`src/rtl/reset_sequencer.sv`:
```
// Staged reset release sequencer.
// Releases STAGES reset outputs one by one, GAP_CYCLES apart.
module reset_sequencer #(
   parameter int STAGES     = 3,
   parameter int GAP_CYCLES = 8
) (
   input  logic              clk,
   input  logic              rst_n,
   input  logic              boot_rst_i,
   output logic [STAGES-1:0] stage_rst_n_o,
   output logic              busy_o,
   output logic              seq_done_o,
   output logic [7:0]        reset_count_o
);

   typedef enum logic [1:0] {
      HOLD = 2'd0,
      GAP  = 2'd1,
      DONE = 2'd2
   } state_t;

   localparam logic [5:0] GAP_LAST = 6'(GAP_CYCLES - 1);
   localparam logic [2:0] LAST_IDX = 3'(STAGES - 1);

   state_t            state;
   logic [5:0]        gap_cnt;
   logic [2:0]        stage_idx;
   logic              boot_q;
   logic [STAGES-1:0] rel_mask;

   // One-hot mask of the stage released when the current gap expires
   always_comb begin
      rel_mask = '0;
      for (int i = 0; i < STAGES; i++) begin
         rel_mask[i] = (stage_idx == 3'(i));
      end
   end

   // Release FSM: boot reset wins in every state, then timed release
   always_ff @(posedge clk or negedge rst_n) begin
      if (!rst_n) begin
         state         <= HOLD;
         gap_cnt       <= '0;
         stage_idx     <= '0;
         stage_rst_n_o <= '0;
         busy_o        <= 1'b0;
         seq_done_o    <= 1'b0;
      end else if (boot_rst_i) begin
         state         <= HOLD;
         gap_cnt       <= '0;
         stage_idx     <= '0;
         stage_rst_n_o <= '0;
         busy_o        <= 1'b0;
         seq_done_o    <= 1'b0;
      end else begin
         case (state)
            HOLD: begin
               state         <= GAP;
               gap_cnt       <= '0;
               stage_idx     <= '0;
               stage_rst_n_o <= '0;
               busy_o        <= 1'b1;
               seq_done_o    <= 1'b0;
            end
            GAP: begin
               if (gap_cnt == GAP_LAST) begin
                  stage_rst_n_o <= stage_rst_n_o | rel_mask;
                  gap_cnt       <= '0;
                  stage_idx     <= stage_idx + 3'd1;
                  if (stage_idx == LAST_IDX) begin
                     state      <= DONE;
                     busy_o     <= 1'b0;
                     seq_done_o <= 1'b1;
                  end
               end else begin
                  gap_cnt <= gap_cnt + 6'd1;
               end
            end
            DONE: begin
               state <= DONE;
            end
            default: begin
               state         <= HOLD;
               gap_cnt       <= '0;
               stage_idx     <= '0;
               stage_rst_n_o <= '0;
               busy_o        <= 1'b0;
               seq_done_o    <= 1'b0;
            end
         endcase
      end
   end

   // Saturating count of boot reset rising edges
   always_ff @(posedge clk or negedge rst_n) begin
      if (!rst_n) begin
         boot_q        <= 1'b0;
         reset_count_o <= '0;
      end else begin
         boot_q <= boot_rst_i;
         if (boot_rst_i && !boot_q && reset_count_o != 8'hFF) begin
            reset_count_o <= reset_count_o + 8'd1;
         end
      end
   end

endmodule

```
`config.mk`:
```
export PLATFORM = sky130hd
export DESIGN_NAME = reset_sequencer
export DESIGN_NICKNAME = d
export VERILOG_FILES = /design/src/rtl/reset_sequencer.sv
export SDC_FILE = /design/constraint.sdc
export NUM_CORES = 1
export LEC_CHECK = 0
export ABC_AREA = 1
export CAP_MARGIN = 20
export CORE_MARGIN = 5
export CORE_UTILIZATION = 55
export DETAILED_ROUTE_END_ITERATION = 7
export GPL_TIMING_DRIVEN = 0
export PLACE_DENSITY = 0.8
export SYNTH_ARGS = -nofsm -noshare
export SYNTH_HDL_FRONTEND = slang
export SYNTH_SLANG_ARGS = --single-unit
```
`constraint.sdc`:
```
create_clock -name clk -period 1.83 [get_ports clk]
set_clock_uncertainty 0.05 [all_clocks]
set_input_delay 0.366 -clock clk [delete_from_list [all_inputs] [get_ports clk]]
set_output_delay 0.366 -clock clk [all_outputs]
set_load 0.05 [all_outputs]
```
# After elaboration in Yosys (flattened, before gate mapping)
# Cells that the tools add are included.
# Widths: inputs -> output; s select.
classes:
  div: 0
  magnitude_cmp: 0
  add_sub_neg: 3
  n_mul: 0
  n_reduce_logical: 8
  muxes: 21
  n_eq_ne: 9
  shifts: 0
  n_bitwise: 1
ops:
  columns: ["operator", "count"]
  rows:
  - ["$mux 3", 4]
  - ["$mux 6", 2]
  - ["$pmux 3 s2", 2]
  - ["$pmux 6 s2", 1]
  - ["$add 8x1->8 const B", 1]
  - ["$ne 8x8->1 const B", 1]
  - ["$add 6x1->6 const B", 1]
  - ["$eq 6x3->1 const B", 1]
  - ["$mux 1", 6]
  - ["$mux 2", 3]
  - ["$ne 3x3->1 const B", 2]
  - ["$pmux 2 s3", 1]
  - ["$reduce_and 2->1", 2]
  - ["$add 3x1->3 const B", 1]
  - ["$eq 3x1->1 const B", 1]
  - ["$eq 3x2->1 const B", 1]
  - ["$logic_not 3->1", 1]
  - ["$or 3x3->3", 1]
  - ["$pmux 1 s3", 1]
  - ["$reduce_and 3->1", 1]
  - ["$eq 2x1->1 const B", 1]
  - ["$eq 2x2->1 const B", 1]
  - ["$logic_and 1x1->1", 2]
  - ["$logic_not 2->1", 1]
  - ["3 further kinds", 3]
totals:
  latchBits: 0
  ramBits: 0
  output_inout_bits: 13
  ff_bits: 25
  input_bits: 3
  rom_bits: 0
  mem_count: 0

# Depth between registers and ports, before layout
# Gate-level depths: netlist of the first run.
depth:
  word_depth: 5
  mapped_depth: 9
  mapped_depth_nobuf: 9

# Worst setup path after synthesis of the first run
# No wires, ideal clock.
synth_path:
  path_type: "register to register"
  start: "reg reset_count_o[1]"
  end: "reg reset_count_o[6]"
  stages_incl_launch_ff: 9
  arrival_time_ns: 1.462
  path_buffers: 0
  slack_ns: 0.200
  synth_period_minus_slack_ns: 1.630
  path_cell_list: "dfrtp_1 ha_1 nand2_1 nor2_1 nand2_1 nand2_4 inv_2 nand2_1 nand2_1"
synth_via:
  elab_chain_cells: 2
synth_lines:
  columns: ["item", "line_no", "text"]
  rows:
  - ["start, declared", "13", "output logic [7:0] reset_count_o"]
  - ["start signal, assigned", "102", "reset_count_o <= reset_count_o + 8'd1;"]
  - ["parallel branches: the longest is 2 deep, another holds $add 8x1->8", null, null]
# Parallel ways; which one is timed is not known.
# A chain may end at the register's enable or synchronous reset.

# Final worst setup path of the first run
layout_path:
  start: "reg reset_count_o[2]"
  end: "out reset_count_o[2]"
# No word-level cell between the ends.

==> key figures, run 1 <==
Drt
  – DRT iter0 DRCs: 47
  – Final WL: 2.644 mm
  – Wire per inst: around 10 um
  – # DRC: 0
  – Vias per std cell: 4.829
  – Vias: roughly 1200
  – Number of iterations in the first detailed-routing pass: 6
  – Antenna-violating nets left: 0

Floorplan
  – Initial core utilization: 0.5622
  – Core Region: approximately 2700 um^2
  – Die X: ~62 um
  – Die Ht: about 62 um
  – I/O Pins: 16
  – # rows: 19
  – Die area: about 3900 um^2

Min path
  – Hold Path Class: in -> async

Setup path
  – Worst path max stage delay: around 0.56 ns
  – Worst setup EP type: primary output
  – Crit start category: flop
  – R2r worst-path depth: 8
  – Crit Path Class: reg -> out
  – CP max FO: 7
  – Highest-delay cell along the critical path: dlygate4sd2_1
  – Arrival time at the worst endpoint: about 1.3 ns
  – Critical Path, Cell by Cell: dlygate4sd2_1
  – Critical path depth: 1
  – Top Family by Delay on Critical Path: buffers and inverters
  – Worst EP required: between 1 and 1.5 ns
  – Buf+Inv Stages, Crit Path: 1

Clock tree
  – Post_cts resized: 13
  – Postcts setup bufs: 0
  – Worst-Skew Late Latency: slightly above 0.3 ns
  – Num CTS Buffers: 3
  – Clk sinks: 25
  – Root buffer cell: clkbuf_4
  – TritonCTS clock tree: built
  – Clk pin slew, worst setup/hold paths: 0.12 ns
  – Htree depth: 1
  – Hold buffers post-CTS: 0
  – Clk buf depth: 2

Power and ir drop
  – Sw Ratio: 0.4528
  – Int Power: between 900 and 1000 uW
  – Power per Cell Area: between 1000 and 1500 nW/um^2
  – Net switching power: 807.6 uW
  – Peak VDD IR: between 0.001 and 0.0015 V
  – Register share of total power: 0.419
  – Clk network pwr share: 0.134
  – Comb power frac: 0.447
  – Static Leakage: roughly 0.00094 uW

Timing
  – Final TNS setup: 0 ns
  – Fin crit share: 0.9612
  – Rel. slew slack: 0.6119
  – RSZ-0062 raised after global routing: no
  – Tmin final: around 1.8 ns
  – Fin. max-slew vios: 0
  – Worst slew pin tran: between 0.5 and 0.6 ns
  – Max Freq: roughly 0.57 GHz
  – Setup Viol. Count Final: 0
  – Hold Vio Cnt, Final: 0

Job
  – Max Cap Viol: 0

Synth
  – Synthesized cell area: 1510 um^2
  – #FFs+latches synth: 25
  – YS warnings: 0
  – Asr flop ratio synth: 1.000
  – Avg Cell Area, Syn: 7.513 um^2
  – Syn nets: 213
  – Cell taking the most area after synthesis: dfrtp_1
  – Synth top cells by count: 85 x nand2_1, 25 x dfrtp_1, 20 x inv_1, 16 x nor2_1, 14 x nand3_1
  – Synth area leaders: dfrtp_1 41%, nand2_1 21%, ha_1 7.5%
  – Dominant synthesized flop cell: dfrtp_1
  – Post-synthesis cell type count: 24
  – Post-synth EDFFs: 0
  – Sequential fraction of the synthesis area: 0.4143
  – Top-area cell type share of the netlist area: 0.4143
  – Syn Inst Count: between 200 and 250
  – Dominant cell by count in the synthesized netlist: nand2_1

Place
  – Dpl hpwl: about 2.1 mm
  – Buffers on Ports: 15
  – Placer's final routability congestion estimate: 0.8031

Global route
  – Initial antenna violation count: 0
  – GR Overflow Total: 0
  – Largest net degree at the start of global routing: 16
  – First-pass GRT wire length: 5.050 mm
  – Total track usage: 0.1540
  – Vias in the first global route: 1171

Finish
  – # nets final: around 230
  – Antenna cells: 0
  – Fraction of layout cells with a size suffix above 1: 0.09502
  – Final core utilization: 0.6465
  – P&R area growth vs syn: 15.00%
  – Layout fillers: approximately 240

Outcome
  – Status: finished clean
==> through the flow <==
| stage | cell area [um^2] | hold slack, ns | worst slack, ns | power (uW) | std cells |
|---|---|---|---|---|---|
| 2_1_floorplan | 1510 | 0.02041 | 0.1996 | 1364 | 201 |
| 3_3_place_gp | 1699 | 0.4083 | 0.03913 | 1597 | 247 |
| 3_5_place_dp | 1727 | 0.4134 | 0.03686 | 1616 | 248 |
| 4_1_cts | 1737 | 0.3612 | 0.04567 | 1814 | 252 |
| 5_1_grt | 1737 | 0.3685 | 0.002460 | 1934 | 252 |
| 6_report | 1737 | 0.3578 | 0.07109 | 1784 | 252 |
==> flip-flops by register name, indices dropped and copies added (netlist names) <==
name / flops
gap_cnt: 6
stage_rst_n_o: 3
busy_o: 1
reset_count_o: 8
boot_q: 1
seq_done_o: 1
state: 2
stage_idx: 3
==> kinds of logic after synthesis <==
logic type | after synthesis | synth area share
adder cells (fa/ha/maj) | 9 | 0.07457
flip-flops | 25 | 0.4143
AO/OA/AOI/OAI | 5 | 0.01906
XOR/XNOR | 4 | 0.02320
AND/OR/NAND/NOR | 131 | 0.3877
buffers and inverters | 27 | 0.08119
==> power groups by stage <==
stage / clock network [uW] / logic [uW] / registers, uW
floorplan: 0 / 377 / 987
global placement: 0 / 835 / 762
detailed placement: 0 / 854 / 762
CTS: 257 / 809 / 749
global route: 282 / 884 / 769
finish: 239 / 798 / 747
==> placed cells by master (no fill, tap or decap) <==
cell | Yosys | routed
o21ai_0 | 2 | 2
a21oi_1 | 2 | 2
clkinv_1 | 1 | 1
nand4_1 | 3 | 3
nor2_2 | 2 | 2
xor2_1 | 2 | 2
dlygate4sd2_1 | 0 | 13
nand3_1 | 14 | 14
inv_1 | 20 | 20
nor2_8 | 1 | 1
clkdlybuf4s50_1 | 0 | 2
inv_2 | 2 | 2
a21oi_2 | 1 | 1
nor3_2 | 1 | 1
buf_6 | 2 | 2
buf_16 | 0 | 1
ha_1 | 9 | 9
inv_4 | 1 | 1
nor2_4 | 1 | 1
nand2_1 | 85 | 85
dfrtp_1 | 25 | 25
nor2_1 | 16 | 16
xnor2_1 | 2 | 2
nand2_4 | 2 | 2
clkbuf_4 | 0 | 3
clkbuf_1 | 0 | 1
buf_4 | 1 | 1
nand2_2 | 3 | 3
nand3b_1 | 3 | 3
==> metal layers <==
| metal | vias up | part of all wire | GRT usage |
|---|---|---|---|
| li1 | 659 | - | - |
| met1 | 535 | 0.49 | 0.2096 |
| met2 | 17 | 0.45 | 0.2435 |
| met3 | 6 | 0.034 | 0.02338 |
| met4 | 0 | 0.019 | 0.06366 |
| met5 | - | 0 | 0 |
==> layout make-up <==
class,count,area (um^2),area share
plain buffers,3,30.03,0.01729
repair buffers,16,161.4,0.09294
flip-flops and latches,25,625.6,0.3602
well taps,31,38.79,0.02233
inverters,24,92.59,0.05331
clock buffers,4,26.28,0.01513
multi-input cells,149,762.0,0.4388
==> path summary, 6_finish.rpt <==
path / startpoint / to / slack (ns)
min: rst_n / gap_cnt[4]$_DFFE_PN0P_ / 0.36
min in group clk: seq_done_o$_DFFE_PN0P_ / seq_done_o$_DFFE_PN0P_ / 0.43
min reg2reg: seq_done_o$_DFFE_PN0P_ / seq_done_o$_DFFE_PN0P_ / 0.43
max reg2reg: state[1]$_DFFE_PN0P_ / stage_rst_n_o[2]$_DFFE_PN0P_ / 0.30
max in group asynchronous: rst_n / boot_q$_DFF_PN0_ / 0.91
max: reset_count_o[2]$_DFFE_PN0P_ / reset_count_o[2] / 0.07
Power figures use the tool's default switching activity.
==> run 2: changes to the inputs <==
- GPL_ROUTABILITY_DRIVEN: default -> 0
- SETUP_SLACK_MARGIN: default -> 0.02
==> run 2 against run 1 <==
Compared with the run above:
- critical path depth unchanged
- critical path type unchanged
- via count is the same
- flip-flop and latch count did not move
- largest cell class unchanged
- design area up 0.14%
- power grew 0.15%
==> key figures, run 2 (synthesized netlist as in run 1, its figures left out) <==
Setup path
  – Highest-delay cell along the critical path: clkdlybuf4s15_1
  – Critical path depth: 1
  – Worst path max stage delay: roughly 0.53 ns
  – Critical Path, Cell by Cell: clkdlybuf4s15_1
  – Worst EP required: about 1.4 ns
  – R2r worst-path depth: 8
  – Top Family by Delay on Critical Path: buffers and inverters
  – Worst setup EP type: primary output
  – CP max FO: 7
  – Arrival time at the worst endpoint: around 1.3 ns
  – Crit Path Class: reg -> out
  – Crit start category: flop
  – Buf+Inv Stages, Crit Path: 1

Drt
  – Wire per inst: about 10 um
  – DRT iter0 DRCs: 46
  – M1 wire length: ~1.3 mm
  – Final WL: roughly 2.6 mm
  – Number of iterations in the first detailed-routing pass: 6
  – Vias per std cell: slightly below 5
  – Highest Signal Layer: met4
  – Met2 wire len: 1.196 mm
  – Met3 wire length: approximately 90 um
  – Antenna-violating nets left: 0
  – # DRC: 0
  – Vias: between 1000 and 1500

Floorplan
  – Die X: about 62 um
  – Die area: about 3900 um^2
  – I/O Pins: 16
  – Die Ht: ~62 um
  – Initial core utilization: 0.5622
  – # rows: 19
  – Core Region: approximately 2700 um^2

Global route
  – Total track usage: 0.1540
  – GR Overflow Total: 0
  – First-pass GRT wire length: just over 5 mm
  – Initial antenna violation count: 0
  – Largest net degree at the start of global routing: 16
  – Vias in the first global route: between 1000 and 1500

Outcome
  – Status: finished clean

Clock tree
  – Clk buf depth: 2
  – Worst-Skew Late Latency: 0.31 ns
  – Post_cts resized: 13
  – Hold buffers post-CTS: 0
  – Num CTS Buffers: 3
  – TritonCTS clock tree: built
  – Postcts setup bufs: 0
  – Htree depth: 1
  – Root buffer cell: clkbuf_4
  – Clk pin slew, worst setup/hold paths: approximately 0.12 ns
  – Clk sinks: 25

Finish
  – Commonest non-fill, non-tap cell in the layout: nand2_1
  – Largest Register: reset_count_o
  – Post-route non-filler standard cell count: around 250
  – Fraction of layout cells with a size suffix above 1: 0.09502
  – Largest register FFs: 8
  – Top flop regs: reset_count_o x8, gap_cnt x6
  – Layout fillers: 237
  – Antenna cells: 0
  – P&R area growth vs syn: 15.16%
  – Commonest cells after routing, fill and taps aside: 85 x nand2_1, 25 x dfrtp_1, 20 x inv_1, 16 x nor2_1, 14 x nand3_1
  – # nets final: between 200 and 250

Power and ir drop
  – Net switching power: between 800 and 900 uW
  – Clk network pwr share: 0.134
  – Int Power: 978.3 uW
  – Register share of total power: 0.418
  – Static Leakage: between 0.0009 and 0.001 uW
  – Peak VDD IR: approximately 0.0011 V
  – Comb power frac: 0.448
  – Power per Cell Area: a little over 1000 nW/um^2
  – Sw Ratio: 0.4524

Timing
  – Tmin final: approximately 1.7 ns
  – Setup Viol. Count Final: 0
  – Hold Vio Cnt, Final: 0
  – Worst slew pin tran: approximately 0.58 ns
  – RSZ-0062 raised after global routing: no
  – Final TNS setup: 0 ns
  – Rel. slew slack: 0.6119
  – Fin. max-slew vios: 0
  – Fin crit share: 0.9489
  – Max Freq: ~0.58 GHz

Job
  – Max Cap Viol: 0

Min path
  – Hold Path Class: in -> async

Place
  – Buffers on Ports: 15
  – Inst Count DP: roughly 250
  – Dpl hpwl: 2.069 mm
## run 2: metrics by stage
step	setup slack [ns]	hold slack (ns)	total power, uW	instance area [um^2]	util
after floorplan	0.1996	0.02041	1364	1510	-
after global placement	0.03913	0.4083	1597	1699	0.6325
after detailed placement	0.03686	0.4134	1616	1727	0.6428
after CTS	0.04567	0.3612	1814	1737	0.6465
after global routing	0.02254	0.3685	1937	1739	0.6474
final	0.09351	0.3578	1786	1739	0.6474
## run 2: final timing paths
kind	startpoint	endpoint	slack, ns
worst max-delay path	reset_count_o[2]$_DFFE_PN0P_	reset_count_o[2]	0.09
worst min-delay path	rst_n	gap_cnt[4]$_DFFE_PN0P_	0.36
worst max register to register	state[1]$_DFFE_PN0P_	stage_rst_n_o[2]$_DFFE_PN0P_	0.30
worst min register to register	seq_done_o$_DFFE_PN0P_	seq_done_o$_DFFE_PN0P_	0.43
max in group asynchronous	rst_n	boot_q$_DFF_PN0_	0.91
min in group clk	seq_done_o$_DFFE_PN0P_	seq_done_o$_DFFE_PN0P_	0.43
## run 2: power by group through the flow
stage          Sequential, uW  Combinational [uW]  Clock [uW]
6_report                  747                 800         239
5_1_grt                   769                 886         282
4_1_cts                   749                 809         257
3_5_place_dp              762                 854           0
3_3_place_gp              762                 835           0
2_1_floorplan             987                 377           0
## run 2: layer usage
| metal | GRT usage | vias to the layer above |
|---|---|---|
| met1 | 0.2096 | 535 |
| met4 | 0.06366 | 0 |
| met2 | 0.2435 | 17 |
| met3 | 0.02338 | 6 |
| li1 | - | 659 |
| met5 | 0 | - |
## run 2: layout make-up
type	instances	area, um^2	area share
Tap cell	31	38.79	0.02230
Timing Repair Buffer	16	163.9	0.09424
Inverter	24	92.59	0.05324
Clock buffer	4	26.28	0.01511
Sequential cell	25	625.6	0.3597
Multi-Input combinational cell	149	762.0	0.4381
Buffer	3	30.03	0.01727
